`src/rtl/bcd_serial_addsub_pkg.sv`:
```
// ============================================================================
// Module  : bcd_pkg
// Brief   : Shared types and constants for the serial signed BCD add/sub engine.
// Revision: 1.0 - initial release
// ============================================================================
`default_nettype none

package bcd_pkg;

  typedef enum logic [1:0] {
    IDLE = 2'd0,
    P1   = 2'd1,
    P2   = 2'd2,
    FIN  = 2'd3
  } state_e;

  localparam int DIGIT_W  = 4;
  localparam int BCD_MAX  = 9;
  localparam int BCD_CORR = 6;

  // Digit counter width; never narrower than one bit so NDIG=1 still builds.
  function automatic int clog2(input int n);
    int w;
    w = 0;
    for (int i = 0; i < 32; i++) begin
      if ((1 << w) < n) w++;
    end
    return (w < 1) ? 1 : w;
  endfunction

endpackage

`default_nettype wire

```
`src/rtl/bcd_serial_addsub_if.sv`:
```
// ============================================================================
// Module  : bcd_serial_addsub_if
// Brief   : Request/operand/result bundle of the serial signed BCD add/sub engine.
// Revision: 1.0 - initial release
// ============================================================================
`default_nettype none

interface bcd_serial_addsub_if #(
  parameter int NDIG = 3
);
  localparam int W = 4 * NDIG;

  logic         start;
  logic         op;
  logic         a_sign;
  logic [W-1:0] a_mag;
  logic         b_sign;
  logic [W-1:0] b_mag;
  logic         busy;
  logic         done;
  logic         r_sign;
  logic [W-1:0] r_mag;
  logic         overflow;
  logic         err;

  modport master (
    output start, op, a_sign, a_mag, b_sign, b_mag,
    input  busy, done, r_sign, r_mag, overflow, err
  );

  modport slave (
    input  start, op, a_sign, a_mag, b_sign, b_mag,
    output busy, done, r_sign, r_mag, overflow, err
  );

endinterface

`default_nettype wire

```
`src/rtl/bcd_serial_addsub_adder.sv`:
```
// ============================================================================
// Module  : bcd_digit_adder
// Brief   : Combinational one-digit BCD adder with decimal carry correction.
// Revision: 1.0 - initial release
// ============================================================================
`default_nettype none

module bcd_digit_adder
  import bcd_pkg::*;
(
  input  logic [DIGIT_W-1:0] x,
  input  logic [DIGIT_W-1:0] y,
  input  logic               cin,
  output logic [DIGIT_W-1:0] s,
  output logic               cout
);

  logic [DIGIT_W:0] sum;

  always_comb begin
    sum  = {1'b0, x} + {1'b0, y} + {{DIGIT_W{1'b0}}, cin};
    cout = (sum > (DIGIT_W+1)'(BCD_MAX));
    // Adding 6 modulo 16 gives the low digit of the corrected sum.
    s    = cout ? (sum[DIGIT_W-1:0] + DIGIT_W'(BCD_CORR)) : sum[DIGIT_W-1:0];
  end

endmodule

`default_nettype wire

```
`src/rtl/bcd_serial_addsub.sv`:
```
// ============================================================================
// Module  : bcd_serial_addsub
// Brief   : Digit-serial signed BCD add/subtract controller, LSD first, with a
//           ten's-complement second pass for negative effective subtractions.
//           Optional macro BCD_INPUT_CHECK_EN enables non-BCD input rejection.
// Revision: 1.0 - initial release
// ============================================================================
`default_nettype none

module bcd_serial_addsub
  import bcd_pkg::*;
#(
  parameter int NDIG = 3
) (
  input  logic                 clk,
  input  logic                 rst,
  bcd_serial_addsub_if.slave   bus
);

  localparam int W  = DIGIT_W * NDIG;
  localparam int CW = clog2(NDIG);

  state_e        state_q, state_d;
  logic [CW-1:0] cnt_q, cnt_d;
  logic          a_sign_q, a_sign_d;
  logic [W-1:0]  a_mag_q, a_mag_d;
  logic [W-1:0]  b_mag_q, b_mag_d;
  logic          eff_q, eff_d;
  logic          carry_q, carry_d;
  logic [W-1:0]  r_mag_q, r_mag_d;
  logic          r_sign_q, r_sign_d;
  logic          overflow_q, overflow_d;
  logic          err_q, err_d;

  logic [DIGIT_W-1:0] dig_a, dig_b, dig_r;
  logic [DIGIT_W-1:0] add_x, add_y, add_s;
  logic               add_cout;
  logic               last_dig;
  logic               in_bad;

`ifdef BCD_INPUT_CHECK_EN
  logic [NDIG-1:0] bad_dig;
  for (genvar i = 0; i < NDIG; i++) begin : g_chk
    assign bad_dig[i] = (bus.a_mag[i*DIGIT_W +: DIGIT_W] > DIGIT_W'(BCD_MAX)) ||
                        (bus.b_mag[i*DIGIT_W +: DIGIT_W] > DIGIT_W'(BCD_MAX));
  end
  assign in_bad = |bad_dig;
`else
  assign in_bad = 1'b0;
`endif

  assign dig_a    = a_mag_q[cnt_q*DIGIT_W +: DIGIT_W];
  assign dig_b    = b_mag_q[cnt_q*DIGIT_W +: DIGIT_W];
  assign dig_r    = r_mag_q[cnt_q*DIGIT_W +: DIGIT_W];
  assign last_dig = (cnt_q == CW'(NDIG-1));

  // P2 re-complements the stored digit; P1 adds A to B or its nine's complement.
  always_comb begin
    add_x = dig_a;
    add_y = eff_q ? (DIGIT_W'(BCD_MAX) - dig_b) : dig_b;
    if (state_q == P2) begin
      add_x = DIGIT_W'(BCD_MAX) - dig_r;
      add_y = '0;
    end
  end

  bcd_digit_adder u_adder (
    .x    (add_x),
    .y    (add_y),
    .cin  (carry_q),
    .s    (add_s),
    .cout (add_cout)
  );

  always_comb begin
    state_d    = state_q;
    cnt_d      = cnt_q;
    a_sign_d   = a_sign_q;
    a_mag_d    = a_mag_q;
    b_mag_d    = b_mag_q;
    eff_d      = eff_q;
    carry_d    = carry_q;
    r_mag_d    = r_mag_q;
    r_sign_d   = r_sign_q;
    overflow_d = overflow_q;
    err_d      = err_q;

    case (state_q)
      IDLE, FIN: begin
        if (bus.start) begin
          a_sign_d   = bus.a_sign;
          a_mag_d    = bus.a_mag;
          b_mag_d    = bus.b_mag;
          eff_d      = bus.a_sign ^ bus.b_sign ^ bus.op;
          carry_d    = bus.a_sign ^ bus.b_sign ^ bus.op;
          cnt_d      = '0;
          r_mag_d    = '0;
          r_sign_d   = 1'b0;
          overflow_d = 1'b0;
          err_d      = 1'b0;
          state_d    = P1;
          if (in_bad) begin
            err_d   = 1'b1;
            state_d = FIN;
          end
        end else if (state_q == FIN) begin
          state_d = IDLE;
        end
      end

      P1: begin
        r_mag_d[cnt_q*DIGIT_W +: DIGIT_W] = add_s;
        carry_d = add_cout;
        cnt_d   = cnt_q + 1'b1;
        if (last_dig) begin
          cnt_d = '0;
          if (!eff_q) begin
            r_sign_d   = a_sign_q;
            overflow_d = add_cout;
            state_d    = FIN;
          end else if (add_cout) begin
            r_sign_d = a_sign_q;
            state_d  = FIN;
          end else begin
            // No end-around carry: magnitude is held in ten's complement.
            r_sign_d = ~a_sign_q;
            carry_d  = 1'b1;
            state_d  = P2;
          end
        end
      end

      P2: begin
        r_mag_d[cnt_q*DIGIT_W +: DIGIT_W] = add_s;
        carry_d = add_cout;
        cnt_d   = cnt_q + 1'b1;
        if (last_dig) begin
          cnt_d   = '0;
          state_d = FIN;
        end
      end

      default: state_d = IDLE;
    endcase

    if ((state_d == FIN) && (r_mag_d == '0)) r_sign_d = 1'b0;
  end

  always_ff @(posedge clk or posedge rst) begin
    if (rst) begin
      state_q    <= IDLE;
      cnt_q      <= '0;
      a_sign_q   <= 1'b0;
      a_mag_q    <= '0;
      b_mag_q    <= '0;
      eff_q      <= 1'b0;
      carry_q    <= 1'b0;
      r_mag_q    <= '0;
      r_sign_q   <= 1'b0;
      overflow_q <= 1'b0;
      err_q      <= 1'b0;
    end else begin
      state_q    <= state_d;
      cnt_q      <= cnt_d;
      a_sign_q   <= a_sign_d;
      a_mag_q    <= a_mag_d;
      b_mag_q    <= b_mag_d;
      eff_q      <= eff_d;
      carry_q    <= carry_d;
      r_mag_q    <= r_mag_d;
      r_sign_q   <= r_sign_d;
      overflow_q <= overflow_d;
      err_q      <= err_d;
    end
  end

  assign bus.busy     = (state_q == P1) || (state_q == P2);
  assign bus.done     = (state_q == FIN);
  assign bus.r_sign   = r_sign_q;
  assign bus.r_mag    = r_mag_q;
  assign bus.overflow = overflow_q;
  assign bus.err      = err_q;

endmodule

`default_nettype wire
```
`src/flat_wrapper.sv`:
```
// flat-port wrapper written by rule: the top's interface ports become plain ports
module bcd_serial_addsub_flat import bcd_pkg::*;
#(
  parameter int NDIG = 3
)
  (clk, rst, bus_start, bus_op, bus_a_sign, bus_a_mag, bus_b_sign, bus_b_mag, bus_busy, bus_done, bus_r_sign, bus_r_mag, bus_overflow, bus_err);
  bcd_serial_addsub_if #(.NDIG(NDIG)) bus_i ();
  input  logic clk;
  input  logic rst;
  input wire logic [$bits(bus_i.start)-1:0] bus_start;
  input wire logic [$bits(bus_i.op)-1:0] bus_op;
  input wire logic [$bits(bus_i.a_sign)-1:0] bus_a_sign;
  input wire logic [$bits(bus_i.a_mag)-1:0] bus_a_mag;
  input wire logic [$bits(bus_i.b_sign)-1:0] bus_b_sign;
  input wire logic [$bits(bus_i.b_mag)-1:0] bus_b_mag;
  output wire logic [$bits(bus_i.busy)-1:0] bus_busy;
  output wire logic [$bits(bus_i.done)-1:0] bus_done;
  output wire logic [$bits(bus_i.r_sign)-1:0] bus_r_sign;
  output wire logic [$bits(bus_i.r_mag)-1:0] bus_r_mag;
  output wire logic [$bits(bus_i.overflow)-1:0] bus_overflow;
  output wire logic [$bits(bus_i.err)-1:0] bus_err;
  assign bus_i.start = bus_start;
  assign bus_i.op = bus_op;
  assign bus_i.a_sign = bus_a_sign;
  assign bus_i.a_mag = bus_a_mag;
  assign bus_i.b_sign = bus_b_sign;
  assign bus_i.b_mag = bus_b_mag;
  assign bus_busy = bus_i.busy;
  assign bus_done = bus_i.done;
  assign bus_r_sign = bus_i.r_sign;
  assign bus_r_mag = bus_i.r_mag;
  assign bus_overflow = bus_i.overflow;
  assign bus_err = bus_i.err;
  bcd_serial_addsub #(.NDIG(NDIG)) u_core (.clk(clk), .rst(rst), .bus(bus_i));
endmodule
```
`config.mk`:
```
export PLATFORM = sky130hd
export DESIGN_NAME = bcd_serial_addsub_flat
export DESIGN_NICKNAME = d
export VERILOG_FILES = /design/src/rtl/bcd_serial_addsub_pkg.sv /design/src/rtl/bcd_serial_addsub_if.sv /design/src/rtl/bcd_serial_addsub_adder.sv /design/src/rtl/bcd_serial_addsub.sv /design/src/flat_wrapper.sv
export SDC_FILE = /design/constraint.sdc
export NUM_CORES = 1
export LEC_CHECK = 0
export ABC_AREA = 1
export CORE_MARGIN = 2
export CORE_UTILIZATION = 54
export CTS_CLUSTER_DIAMETER = 150
export CTS_CLUSTER_SIZE = 12
export DETAILED_ROUTE_END_ITERATION = 10
export GPL_TIMING_DRIVEN = 0
export PLACE_DENSITY_LB_ADDON = 0.25
export SLEW_MARGIN = 20
export SYNTH_ARGS = -nofsm -noshare
export SYNTH_HDL_FRONTEND = slang
export SYNTH_SLANG_ARGS = --single-unit
```
`constraint.sdc`:
```
create_clock -name clk -period 4.2 [get_ports clk]
set_input_delay 0.84 -clock clk [delete_from_list [all_inputs] [get_ports clk]]
set_output_delay 0.84 -clock clk [all_outputs]
set_load 0.1 [all_outputs]
```
==> results.ini, run 1 <==
[worst_setup_path]
reg2reg_depth=21
critPathLaunchType=flop
cp.arrival_ns=4.04
reg2reg_to=u_core.bus.r_sign$_DFFE_PP0P_
timing.rr.start=u_core.cnt_q[1]$_DFFE_PP0N_
cp.required_ns=4.39
path_class=flop to flop
path_max_fanout=12
r2r_setup_slack_ns=0.35
cp-end-kind=flop

[routing]
first_iter_violations=264
drt-pass1-iter-count=4
ant_nets=0
wirelength_mm=6.96
via_per_inst=5.26
drc=0
num_vias=2649
drt-wirelength-per-cell_um=13.8

[grt]
antenna_found_initial=0
grt_use_total_pct=25.3
grt_pass1_vias=2744
grt_max_degree=27
gr-total-overflow=0
grt_first_pass_wirelength_mm=12.1

[die]
rows=26
core_area_um2=5110
die-width_um=76.9
die_y_um=76.9
start_util_pct=56.1
die_area_um2=5910
pin_count=47

[clock_tree]
cts_setup_buffers=0
ctsHtreeMaxLevel=2
cts_inserted_buffers=5
cts.clk_slew.worst_paths_ns=0.08
clock_path_buffers=2
insertion_delay_ns=0.30
cts_resized=0
cts_hold_buf=0
cts_tree=yes
cts.sinks=45
cts-root-buf=clkbuf_8

[logic_synthesis]
synth-seq-area-share_pct=39.3
synth_edf_count=0
syn_area_um2=2870
async_flop_share_pct=100
ys_types=38
syn_nets=428
syn_inst=380
ys_dominant_reg_cell=dfrtp_1
ys_ff_latch=45
synth_warnings=0
avgSynthCellArea_um2=7.55

[cells_and_area]
area_growth_pct=23.8
drive_gt1_share_pct=11.1
final_nets=481
num_antenna_cells=0

[timing]
setup_viol=0
hold_violations=0
finClkSkew_ns=0.00232
worstMarginPinSlew_ns=0.976
slew_headroom_pct=34.8
rsz0062_at_grt=false
fin_setup_tns_ns=0
final_max_slew_viol_count=0
fin_crit_sh_pct=91.8
max_freq_ghz=0.259
fin_crit_ns=3.85

[placement]
port_buffers=45
place_hpwl_mm=5.25
place_congestion=0.938

[min_path]
worstHoldPathCells=2
worstHoldEndpoint=u_core.a_mag_q[4]$_DFFE_PP0P_
holdCritStartpoint=u_core.a_mag_q[4]$_DFFE_PP0P_
hold_path_class=flop to flop

[outcome]
outcome=complete, no violations

[job]
drv_cap=0

==> critical path, cell delays in order (launching register included) <==
cell and delay (ns):
dfrtp_2 0.51, inv_4 0.16, nor2_1 0.07, buf_2 0.20, a22oi_1 0.25, o21ai_0 0.11
a21o_1 0.18, fa_1 0.38, inv_1 0.11, fa_1 0.46, inv_1 0.15, nand3_2 0.12
nand3_4 0.16, nand3_2 0.13, nand3_2 0.11, o21ai_1 0.06, nand2_1 0.07, nand2_2 0.06
nor2_2 0.10, nand2_1 0.06, nor2_1 0.22, nor2_1 0.06
==> cells in the final DEF, fill, tap and decap left out, drive strengths merged, types with 8 or more instances in the layout <==
cell type	synthesis	layout
ha	16	16
nor2	33	33
clkbuf	7	13
nand3	14	14
nand4	8	8
a21oi	19	19
dfrtp	45	45
o21ai	25	25
inv	46	46
nand2	133	133
clkdlybuf4s50	0	45
==> final cells by class <==
class | count | area (µm²)
Clock inverter | 2 | 37.5
Fill cell | 436 | 1560
Timing Repair Buffer | 46 | 470
Clock buffer | 6 | 82.6
Sequential cell | 45 | 1130
Tap cell | 70 | 87.6
Multi-Input combinational cell | 278 | 1510
Inverter | 46 | 178
Buffer | 11 | 55.1
==> layer usage <==
layer / global-route usage, % / wire (µm) / share of wire, %
met1: 31.7 / 3040 / 44
met2: 43.6 / 3440 / 49
met3: 5.88 / 410 / 5.9
met4: 7.45 / 75 / 1.1
met5: 0 / 0 / 0
==> cell usage after synthesis (all sizes together) (2+ instances only) <==
master	n	share of area, %
o211ai	3	0.79
xnor2	2	0.61
a21oi	19	3.6
o21ai	25	4.4
a2bb2oi	2	0.61
nand4	8	1.7
fa	2	1.4
nand2	133	19
a22oi	5	1.3
ha	16	7.0
nor3	3	0.52
or2	2	0.44
buf	4	0.96
clkbuf	7	0.92
nor2	33	5.0
dfrtp	45	39
inv	46	6.1
nand3	14	4.1
o22ai	3	0.65
==> stage by stage <==
stage	area, µm²	utilization [%]	hold WS [ns]	std cells	setup slack [ns]
final	3550	69.5	0.478	504	0.346
after global routing	3550	69.5	0.507	504	0.0279
after CTS	3550	69.4	0.484	504	0.202
after detailed placement	3430	67.1	0.461	496	0.240
after global placement	3410	66.7	0.460	495	0.255
after floorplan	2870	-	0.441	380	0.856
==> flip-flops by register name, indices dropped and copies added (netlist names) <==
name                 cells
u_core.a_sign_q          1
u_core.cnt_q             2
u_core.bus.overflow      1
u_core.state_q           2
u_core.carry_q           1
u_core.bus.r_sign        1
u_core.eff_q             1
u_core.b_mag_q          12
u_core.a_mag_q          12
u_core.bus.r_mag        12
==> worst max path at each step <==
stage                                         end                          start  slack, ns
finish              u_core.bus.r_sign$_DFFE_PP0P_    u_core.cnt_q[1]$_DFFE_PP0N_       0.35
global route        u_core.bus.r_sign$_DFFE_PP0P_    u_core.cnt_q[1]$_DFFE_PP0N_       0.03
CTS                 u_core.bus.r_sign$_DFFE_PP0P_    u_core.cnt_q[0]$_DFFE_PP0N_       0.20
detailed placement  u_core.bus.r_sign$_DFFE_PP0P_    u_core.cnt_q[0]$_DFFE_PP0N_       0.24
global placement    u_core.bus.r_sign$_DFFE_PP0P_    u_core.cnt_q[0]$_DFFE_PP0N_       0.26
floorplan           u_core.bus.r_sign$_DFFE_PP0P_  u_core.bus.r_mag[0]$_DFF_PP0_       0.86
==> cell families (layout without fill, tap and decap cells) <==
family	after synthesis	after routing	synth area share (%)
adder cells (fa/ha/maj)	18	18	8.38
XOR/XNOR	3	3	0.916
other	1	1	0.131
AND/OR/NAND/NOR	195	195	31.0
buffers and inverters	57	111	7.98
flip-flops	45	45	39.3
AO/OA/AOI/OAI	61	61	12.3
Power of run 1 is left out: the tool's default activity adds up to more than one toggle a clock period on the data nets, which glitch-free logic cannot reach.
==> run 2: changes to the inputs <==
--- a/config.mk
+++ b/config.mk
@@ -6,13 +6,16 @@
 export NUM_CORES = 1
 export LEC_CHECK = 0
 export ABC_AREA = 1
+export CELL_PAD_IN_SITES_DETAIL_PLACEMENT = 2
+export CELL_PAD_IN_SITES_GLOBAL_PLACEMENT = 2
 export CORE_MARGIN = 2
-export CORE_UTILIZATION = 54
-export CTS_CLUSTER_DIAMETER = 150
+export CORE_UTILIZATION = 31
+export CTS_CLUSTER_DIAMETER = 100
 export CTS_CLUSTER_SIZE = 12
 export DETAILED_ROUTE_END_ITERATION = 10
 export GPL_TIMING_DRIVEN = 0
 export PLACE_DENSITY_LB_ADDON = 0.25
+export SETUP_SLACK_MARGIN = 0.2
 export SLEW_MARGIN = 20
 export SYNTH_ARGS = -nofsm -noshare
 export SYNTH_HDL_FRONTEND = slang
==> results.ini, run 2 (same netlist as run 1, synthesis figures left out) <==
[worst_setup_path]
cpLargestDelayFamily=simple AND/OR/NAND/NOR gates  ; unchanged
path_class=flop to flop  ; unchanged
cp.arrival_ns=3.86  ; was 4.04 ns
crit_path_max_incr_delay_ns=0.50  ; was 0.51 ns
crit_slowest_cell=dfrtp_2  ; unchanged
critPathLaunchType=flop  ; unchanged
path_max_fanout=12  ; unchanged
crit_path_cell_trace=inv_6 > nor2_1 > clkbuf_4 > a22oi_2 > o21ai_0 > a21o_1 > fa_1 > inv_2 > fa_1 > inv_2 > nand3_2 > nand3_4 > nand3_2 > nand3_2 > o21ai_1 > nand2_1 > nand2_2 > nor2_2 > nand2_1 > nor2_2 > nor2_1  ; was inv_4 > nor2_1 > buf_2 > a22oi_1 > o21ai_0 > a21o_1 > fa_1 > inv_1 > fa_1 > inv_1 > nand3_2 > nand3_4 > nand3_2 > nand3_2 > o21ai_1 > nand2_1 > nand2_2 > nor2_2 > nand2_1 > nor2_1 > nor2_1
cp.required_ns=4.40  ; was 4.39 ns
cp-end-kind=flop  ; unchanged
critPathBufInv=4  ; unchanged
cpMostUsedCell=nand3_2

[cells_and_area]
layout_common_cells=nand2_1 (124), clkdlybuf4s50_1 (45), dfrtp_1 (44), inv_1 (37), nor2_1 (28)  ; was nand2_1 (124), clkdlybuf4s50_1 (45), dfrtp_1 (44), inv_1 (39), nor2_1 (29)
multiInputGateArea_um2=1530  ; was 1510 µm²
num_antenna_cells=0  ; unchanged
register_area_um2=1130  ; unchanged
final_common_cell=nand2_1  ; unchanged
final_nets=483  ; was 481
drive_gt1_share_pct=13.1  ; was 11.1%
area_growth_pct=25.8  ; was 23.8%
fillerInstances=1099  ; was 436

[timing]
final_max_slew_viol_count=0  ; unchanged
rsz0062_at_grt=false  ; unchanged
slew_headroom_pct=35.3  ; was 34.8%
finClkSkew_ns=0.00954  ; was 0.00232 ns
setup_viol=0  ; unchanged
fin_crit_sh_pct=87.1  ; was 91.8%
fin_setup_tns_ns=0  ; unchanged
fin_crit_ns=3.66  ; was 3.85 ns
layout_setup_ws_ns=0.540  ; was 0.346 ns
max_freq_ghz=0.273  ; was 0.259 GHz
worstMarginPinSlew_ns=0.967  ; was 0.976 ns
hold_violations=0  ; unchanged

[clock_tree]
cts-root-buf=clkbuf_8  ; unchanged
ctsHtreeMaxLevel=2  ; unchanged
cts_inserted_buffers=5  ; unchanged
cts_hold_buf=0  ; unchanged
cts.clk_slew.worst_paths_ns=0.09  ; was 0.08 ns
cts.sinks=45  ; unchanged
clock_path_buffers=2  ; unchanged
cts_tree=yes  ; unchanged
insertion_delay_ns=0.31  ; was 0.30 ns

[routing]
drt-wirelength-per-cell_um=15.3  ; was 13.8 µm
drt-pass1-iter-count=4  ; unchanged
drc=0  ; unchanged
first_iter_violations=45  ; was 264
num_vias=2660  ; was 2649
ant_nets=0  ; unchanged
via_per_inst=4.86  ; was 5.26
wirelength_mm=8.36  ; was 6.96 mm

[die]
die_area_um2=10000  ; was 5910 µm²
start_util_pct=31.5  ; was 56.1%
die_y_um=100  ; was 76.9 µm
core_area_um2=9110  ; was 5110 µm²
rows=35  ; was 26
pin_count=47  ; unchanged
die-width_um=100  ; was 76.9 µm

[placement]
port_buffers=45  ; unchanged
place_congestion=0.851  ; was 0.938
preCtsSetupSlack_ns=0.0172  ; was 0.240 ns
place_hpwl_mm=6.76  ; was 5.25 mm

[job]
drv_cap=0  ; unchanged

[outcome]
outcome=complete, no violations  ; unchanged

[grt]
grt_pass1_vias=2891  ; was 2744
grt_first_pass_wirelength_mm=14.3  ; was 12.1 mm
antenna_found_initial=0  ; unchanged
grt_use_total_pct=18.0  ; was 25.3%
grt_max_degree=31  ; was 27
gr-total-overflow=0  ; unchanged

[min_path]
hold_path_class=flop to flop  ; unchanged

[run 2: layout make-up]
type | instances | area share, %
Tap cell | 111 | 3.85
Inverter | 46 | 4.99
Multi-Input combinational cell | 278 | 42.4
Clock buffer | 5 | 1.91
Timing Repair Buffer | 48 | 13.5
Sequential cell | 45 | 31.3
Clock inverter | 3 | 0.486
Buffer | 11 | 1.70
[run 2: worst paths after layout]
| check | from | slack [ns] | cells after the start | to |
|---|---|---|---|---|
| min reg2reg | u_core.a_mag_q[6]$_DFFE_PP0P_ | 0.48 | 2 | u_core.a_mag_q[6]$_DFFE_PP0P_ |
| min in group asynchronous | rst | 0.82 | 2 | u_core.bus.r_mag[1]$_DFF_PP0_ |
| max reg2reg | u_core.cnt_q[1]$_DFFE_PP0N_ | 0.54 | 21 | u_core.bus.r_sign$_DFFE_PP0P_ |
| max | u_core.cnt_q[1]$_DFFE_PP0N_ | 0.54 | 21 | u_core.bus.r_sign$_DFFE_PP0P_ |
| max in group asynchronous | rst | 2.87 | 3 | u_core.cnt_q[1]$_DFFE_PP0N_ |
| min | u_core.a_mag_q[6]$_DFFE_PP0P_ | 0.48 | 2 | u_core.a_mag_q[6]$_DFFE_PP0P_ |
[run 2: timing repair]
item	4_1_cts	5_1_grt
gates cloned	0	0
buffers inserted	0	2
setup endpoints to repair	1	1
resized for setup	3	13
pin swaps	0	2
[run 2: routing by layer]
| metal | GRT usage (%) | part of all wire, % |
|---|---|---|
| met5 | 0 | 0 |
| met4 | 5.80 | 2.0 |
| met3 | 2.51 | 2.5 |
| met2 | 32.3 | 51 |
| met1 | 22.3 | 45 |
[run 2: through the flow]
step / cells / hold WS, ns / utilization, % / area, µm²
after floorplan: 380 / 0.441 / - / 2870
after global placement: 536 / 0.463 / 38.0 / 3460
after detailed placement: 537 / 0.466 / 38.2 / 3480
after CTS: 545 / 0.489 / 39.2 / 3570
after global routing: 547 / 0.512 / 39.6 / 3610
final: 547 / 0.483 / 39.6 / 3610
[run 2: tightest hold or removal path: stages, from the launching register on]
cell and delay, ns:
dfrtp_1 0.35, nand2_1 0.05, nand2_1 0.05
Power of run 2 is left out for the same reason.
